[src/rtl/coin_acceptor.sv]
// Coin qualification front end: synchronises and debounces the Rs5/Rs10 sensors and
// emits one registered pulse per good coin, rejecting glitches, double and inhibited coins.
module coin_acceptor #(
  parameter int DEBOUNCE_CYCLES = 4,
  parameter int LOCKOUT_CYCLES  = 3,
  parameter int JAM_CYCLES      = 64
) (
  input  logic clock,
  input  logic reset,
  input  logic coin_5_raw,
  input  logic coin_10_raw,
  input  logic inhibit,
  output logic rs_5_in,
  output logic rs_10_in,
  output logic coin_reject,
  output logic jam,
  output logic busy
);

  localparam int MAX_DL = (DEBOUNCE_CYCLES > LOCKOUT_CYCLES) ? DEBOUNCE_CYCLES : LOCKOUT_CYCLES;
  localparam int MAX_P  = (MAX_DL > JAM_CYCLES) ? MAX_DL : JAM_CYCLES;
  localparam int CW     = $clog2(MAX_P + 1);

  localparam logic [CW-1:0] ONE       = CW'(1);
  localparam logic [CW-1:0] DEB_LAST  = CW'(DEBOUNCE_CYCLES - 1);
  localparam logic [CW-1:0] LOCK_LAST = CW'(LOCKOUT_CYCLES - 1);
  localparam logic [CW-1:0] JAM_LIMIT = CW'(JAM_CYCLES);

  typedef enum logic [2:0] {
    IDLE,
    QUALIFY,
    EMIT,
    WAIT_RELEASE,
    LOCKOUT
  } state_t;

  state_t        state_q, state_d;
  logic [1:0]    sync5_q, sync5_d;
  logic [1:0]    sync10_q, sync10_d;
  logic [CW-1:0] cnt_q, cnt_d;
  logic [CW-1:0] jcnt_q, jcnt_d;
  logic [CW-1:0] lcnt_q, lcnt_d;
  logic          seen5_q, seen5_d;
  logic          seen10_q, seen10_d;
  logic          rs5_q, rs5_d;
  logic          rs10_q, rs10_d;
  logic          rej_q, rej_d;
  logic          jam_q, jam_d;
  logic          busy_q, busy_d;

  logic          s5, s10, lvl;
  logic          acc5, acc10;
  logic [CW-1:0] jcnt_next;

  always_comb begin
    s5        = sync5_q[1];
    s10       = sync10_q[1];
    lvl       = s5 | s10;
    acc5      = seen5_q | s5;
    acc10     = seen10_q | s10;
    jcnt_next = (jcnt_q == JAM_LIMIT) ? JAM_LIMIT : jcnt_q + ONE;

    sync5_d   = {sync5_q[0], coin_5_raw};
    sync10_d  = {sync10_q[0], coin_10_raw};
    state_d   = state_q;
    cnt_d     = cnt_q;
    jcnt_d    = jcnt_q;
    lcnt_d    = lcnt_q;
    seen5_d   = seen5_q;
    seen10_d  = seen10_q;
    rs5_d     = 1'b0;
    rs10_d    = 1'b0;
    rej_d     = 1'b0;
    jam_d     = jam_q;

    case (state_q)
      IDLE: begin
        if (lvl) begin
          state_d  = QUALIFY;
          cnt_d    = ONE;
          seen5_d  = s5;
          seen10_d = s10;
        end
      end

      QUALIFY: begin
        if (!lvl) begin
          state_d  = IDLE;
          cnt_d    = '0;
          seen5_d  = 1'b0;
          seen10_d = 1'b0;
        end else begin
          seen5_d  = acc5;
          seen10_d = acc10;
          if (cnt_q == DEB_LAST) begin
            // Outputs are registered, so the verdict is decided on the edge entering EMIT.
            state_d = EMIT;
            if ((acc5 && acc10) || inhibit) begin
              rej_d = 1'b1;
            end else begin
              rs5_d  = acc5;
              rs10_d = acc10;
            end
          end else begin
            cnt_d = cnt_q + ONE;
          end
        end
      end

      EMIT: begin
        state_d  = WAIT_RELEASE;
        jcnt_d   = '0;
        cnt_d    = '0;
        seen5_d  = 1'b0;
        seen10_d = 1'b0;
      end

      WAIT_RELEASE: begin
        if (!lvl) begin
          state_d = LOCKOUT;
          lcnt_d  = '0;
          jam_d   = 1'b0;
        end else begin
          jcnt_d = jcnt_next;
          jam_d  = jam_q | (jcnt_next == JAM_LIMIT);
        end
      end

      LOCKOUT: begin
        if (lcnt_q == LOCK_LAST) begin
          state_d = IDLE;
          lcnt_d  = '0;
        end else begin
          lcnt_d = lcnt_q + ONE;
        end
      end

      default: begin
        state_d = IDLE;
      end
    endcase

    busy_d = (state_d != IDLE);
  end

  always_ff @(posedge clock) begin
    if (!reset) begin
      state_q  <= IDLE;
      sync5_q  <= '0;
      sync10_q <= '0;
      cnt_q    <= '0;
      jcnt_q   <= '0;
      lcnt_q   <= '0;
      seen5_q  <= 1'b0;
      seen10_q <= 1'b0;
      rs5_q    <= 1'b0;
      rs10_q   <= 1'b0;
      rej_q    <= 1'b0;
      jam_q    <= 1'b0;
      busy_q   <= 1'b0;
    end else begin
      state_q  <= state_d;
      sync5_q  <= sync5_d;
      sync10_q <= sync10_d;
      cnt_q    <= cnt_d;
      jcnt_q   <= jcnt_d;
      lcnt_q   <= lcnt_d;
      seen5_q  <= seen5_d;
      seen10_q <= seen10_d;
      rs5_q    <= rs5_d;
      rs10_q   <= rs10_d;
      rej_q    <= rej_d;
      jam_q    <= jam_d;
      busy_q   <= busy_d;
    end
  end

  assign rs_5_in     = rs5_q;
  assign rs_10_in    = rs10_q;
  assign coin_reject = rej_q;
  assign jam         = jam_q;
  assign busy        = busy_q;

endmodule
[config.mk]
export PLATFORM = sky130hd
export DESIGN_NAME = coin_acceptor
export DESIGN_NICKNAME = d
export VERILOG_FILES = /design/src/rtl/coin_acceptor.sv
export SDC_FILE = /design/constraint.sdc
export NUM_CORES = 1
export LEC_CHECK = 0
export ABC_AREA = 1
export CORE_MARGIN = 2
export CORE_UTILIZATION = 55
export DETAILED_ROUTE_END_ITERATION = 7
export PLACE_DENSITY = 0.86
export SLEW_MARGIN = 20
export SYNTH_ARGS = -nofsm -noshare
export SYNTH_HDL_FRONTEND = slang
export SYNTH_SLANG_ARGS = --single-unit
[constraint.sdc]
create_clock -name clock -period 1.7 [get_ports clock]
set_input_delay 0.425 -clock clock [delete_from_list [all_inputs] [get_ports clock]]
set_output_delay 0.425 -clock clock [all_outputs]
set_load 0.03 [all_outputs]
# ---- After elaboration in Yosys (flattened, before gate mapping)
# Index checks and enable logic that the tools add are counted.
dict set report totals {
  latch_bits 0
  inputBits 5
  ramBits 0
  elab_cells 73
  regBits 35
  romBits 0
  memories 0
}
dict set report op_classes {
  n_mux 24
  n_eq_ne 12
  bitwise 8
  add_sub_neg 3
  magnitude_cmp 0
  n_reduce_logical 13
  shift 0
  multipliers 0
  n_div 0
}
# cell count
set ops {}
lappend ops {{2-to-1 mux 7 bit} 7}
lappend ops {{case mux 7 bit (2 select lines)} 2}
lappend ops {{adder 7 x 1 -> 7 bit (second input constant)} 3}
lappend ops {{case mux 7 bit (3 select lines)} 1}
lappend ops {{2-to-1 mux 3 bit} 5}
lappend ops {{case mux 3 bit (5 select lines)} 1}
lappend ops {{equality test 7 x 2 -> 1 bit (second input constant)} 2}
lappend ops {{equality test 7 bit (second input constant)} 2}
lappend ops {{equality test 3 x 2 -> 1 bit (second input constant)} 2}
lappend ops {{2-to-1 mux 1 bit} 6}
lappend ops {{inequality test 2 bit (second input constant)} 3}
lappend ops {{case mux 1 bit (3 select lines)} 2}
lappend ops {{AND reduction 2 bit} 3}
lappend ops {{nonzero test 3 bit} 2}
lappend ops {{OR reduction 5 bit} 1}
lappend ops {{inverter 1 bit} 4}
lappend ops {{OR 1 bit} 4}
lappend ops {{AND reduction 4 bit} 1}
lappend ops {{nonzero test 2 bit} 2}
lappend ops {{equality test 3 x 1 -> 1 bit (second input constant)} 1}
lappend ops {{equality test 3 bit (second input constant)} 1}
lappend ops {{logical NOT 3 bit} 1}
lappend ops {{inequality test 3 bit (second input constant)} 1}
lappend ops {{AND reduction 3 bit} 1}
lappend ops {{other kinds (2)} 2}

# ---- Depth between registers and ports, before layout
dict set report depth {
  ltp_word 5
  ltp_mapped 10
  mapped_depth_nobuf 10
}

# ---- Least setup slack after synthesis
# Ideal clock, no wire load.
dict set report synth_timing {
  path_type {reg2reg}
  from {register cnt_q[0]}
  to {register cnt_q[6]}
  stages_incl_launch_ff 11
  setup_slack_ns 0.330
  n_path_buf 0
  arrival_time_ns 1.260
  required_ns 1.590
  cell_sequence {dfxtp_1 > ha_1 > nand2_1 > nor2_1 > nand3_2 > nand2_2 > inv_2 > nand2_1 > nand2_1 > inv_1 > nor2_1}
}
dict set report synth_via {
  elab_chain_cells 4
}
# element line
set synth_rtl {}
lappend synth_rtl {{from (decl)} 40} ;# logic [CW-1:0] cnt_q, cnt_d;
lappend synth_rtl {{from (signal assigned)} 165} ;# cnt_q <= cnt_d;
lappend synth_rtl {{adder 7 x 1 -> 7 bit} 105} ;# cnt_d = cnt_q + ONE;
lappend synth_rtl {{2-to-1 mux 7 bit} 95} ;# if (cnt_q == DEB_LAST) begin
lappend synth_rtl {{2-to-1 mux 7 bit} 87} ;# if (!lvl) begin
lappend synth_rtl {{case mux 7 bit (3 select lines)} 76} ;# case (state_q)
# Parallel ways exist; a longest one is shown, timed or not. The select of a mux whose other input is x is not followed.
# A chain may end at the register's enable or synchronous reset.

# ---- Worst setup path in the final report
# Ends and elaborated chain as after synthesis.

==> metrics.txt <==
ys async rst share=0; Chip Height=60.0 um; crit-path leading delay family=simple AND/OR/NAND/NOR gates; most used cell, CP=nand2_1; CTS Hold Bufs=0; # H-tree levels=2; Initial Util=0.570; PortBufs=9; internal power=1.06 mW; total die area=3600 um^2; layout cells sized above 1=0.0688; Syn Nets=269; HPWL Detailed=2.33 mm; switching share of total power=0.237; grt ovf=0; Seq/Total Area, Yosys=0.406; CTS Sinks=35; clock tree buffer depth=2; Hold Fails Final Rpt=0; post_cts resized=5; non-filler instance count after layout=320; TNS Setup=0 ns; CTS clk-pin slew, worst paths=0.10 ns; sw power=0.329 mW; FP Rows=20; final setup vio count=0; share of the synthesized area in the top cell type=0.406; cells on worst reg2reg path=10; Mean Syn Cell Area=6.67 um^2; CTS tree=done; DRC Markers=0; synthesized flop and latch total=35; Post-Route WL=3.10 mm; ys flop type=dfxtp_1; CP bufs+invs=2; First-pass DRT Iterations=5; DIE WIDTH=60.0 um; final worst path period share=0.893; hold path depth=2; Worst path depth=10; critical path's largest stage delay=0.40 ns; number of antenna diodes=0; CTS root buf=clkbuf_4; Area contributors post-synth=dfxtp_1 (41%), nand2_1 (12%), nor2_1 (9.3%); Final Skew=0.00498 ns; Routed wire per std cell=9.67 um; Starting DRT DRC Count=80; Min-Delay Path Class=reg2reg; io pins=10; sequential power share=0.606; Clk network pwr share=0.325; minimum hold slack=0.419 ns; Power, Total=1.39 mW; final net count=286; nature of the critical path endpoint=flip-flop; Critical Path AT=1.75 ns; gpl congestion=0.863; via count=1559; Core Region=3030 um^2; slew of the pin with the lowest slew margin=0.381 ns; Via density=4.87; cell taking the most area after synthesis=dfxtp_1; number of synthesized flops with an enable pin=0; CP startpoint kind=flip-flop; initial antenna violation count=0; first-pass GRT wire length=5.76 mm; CTS Buf Count=5; largest net degree at the start of global routing=15; worst-path maximum fanout=10; Post-DRT Antenna Nets=0; Fill cells=275; Area after DPL=1890 um^2; status=complete, no violations; CP Data Required Time=1.94 ns; Synth cell types=24; Worst-Skew Late Latency=0.33 ns; area grow syn2layout=12.5%; Post-CTS Setup Repair Bufs=0; vias in the first global route=1373; f_max=659 MHz; leakage=0.872 nW; Max Cap Viol=0; synth cell count leaders=nand2_1 (56), nor2_1 (43), inv_1 (37); Slowest-stage cell, CP=dfxtp_1; cell chain of the critical path=ha_1 -> nand2_1 -> nor2_1 -> nand3_2 -> nand2_4 -> inv_2 -> nand2_1 -> nand2_1 -> inv_1 -> nor2_1; synthesized area=1730 um^2; cell area power density=715 nW/um^2; Peak supply drop=0.000416 V; top-count cell post-synth=nand2_1; Slew Limit Fails=0; Logic pwr share=0.069; GRT Util Overall=0.212; design area=1940 um^2; YS warnings=0; Slew headroom=0.746; Final min period=1.52 ns; Placed Cells incl. Taps=313; Worst Path Class, Setup=reg2reg; Cells after Synth=259
cell usage in the layout, fill, tap and decap left out, types with 2 or more instances in the layout:
master	count
buf_4	3
nor3_1	8
o21ai_0	14
o21bai_1	2
ha_1	5
clkbuf_4	5
dfxtp_1	35
nor2_1	43
a21oi_1	18
nand2_1	56
dlygate4sd2_1	5
o22ai_1	2
nor2_2	3
nand3_1	20
xor2_1	2
a21oi_2	2
nand4_1	2
clkdlybuf4s50_1	4
inv_1	37
state kept, by name, summed over array words and instances, names as in the netlist:
register	cells
sync5_q	2
sync10_q	2
busy	1
jam	1
rs_10_in	1
coin_reject	1
rs_5_in	1
seen5_q	1
state_q	3
cnt_q	7
seen10_q	1
jcnt_q	7
lcnt_q	7
layer usage:
layer	share of wire	GRT usage	wire, um	vias to the layer above
li1	-	-	-	855
met1	0.48	0.288	1480	662
met2	0.45	0.317	1410	36
met3	0.043	0.0584	133	6
met4	0.022	0.0889	69	0
met5	0	0	0	-
final timing paths:
path / from / to / slack [ns]
worst min-delay path: sync10_q[0] / sync10_q[1] / 0.42
worst min register to register: sync10_q[0] / sync10_q[1] / 0.42
worst max-delay path: cnt_q[0] / cnt_q[6] / 0.18
worst max register to register: cnt_q[0] / cnt_q[6] / 0.18
metrics by stage:
step                      setup WS [ns]   util
after floorplan                   0.330      -
after global placement           0.0896  0.623
after detailed placement         0.0896  0.623
after CTS                         0.174  0.640
after global routing           -0.00182  0.641
final                             0.181  0.641
worst register-to-register path: cells and delay by family (launching register included):
kind | cells | cell delay [ns]
buf+inv | 2 | 0.12
flops | 1 | 0.40
fa+ha+maj | 1 | 0.25
simple gates | 7 | 0.67
cells by family (layout without fill, tap and decap cells):
logic type,Yosys count,after routing,synth area share
xor gates and xnor gates,2,2,0.0101
and+or+nand+nor,137,137,0.337
adders and majority gates,5,5,0.0362
AOI/OAI and AO/OA,39,39,0.122
DFF,35,35,0.406
buffers and inverters,41,58,0.0891
power groups by stage:
| stage | Sequential (mW) | Combinational, mW | Clock (mW) |
|---|---|---|---|
| CTS | 0.841 | 0.0937 | 0.467 |
| finish | 0.841 | 0.0952 | 0.451 |
| floorplan | 0.861 | 0.0612 | 0 |
| detailed placement | 0.860 | 0.0941 | 0 |
| global placement | 0.860 | 0.0925 | 0 |
| global route | 0.844 | 0.109 | 0.510 |
final cells by class:
type	count	area, um^2	area share
Tap cell	44	55.1	0.0284
Sequential cell	35	701	0.361
Multi-Input combinational cell	183	877	0.452
Clock inverter	1	5.00	0.00258
Timing Repair Buffer	12	106	0.0548
Inverter	39	146	0.0754
Clock buffer	6	51.3	0.0264
Power figures use the tool's default switching activity.
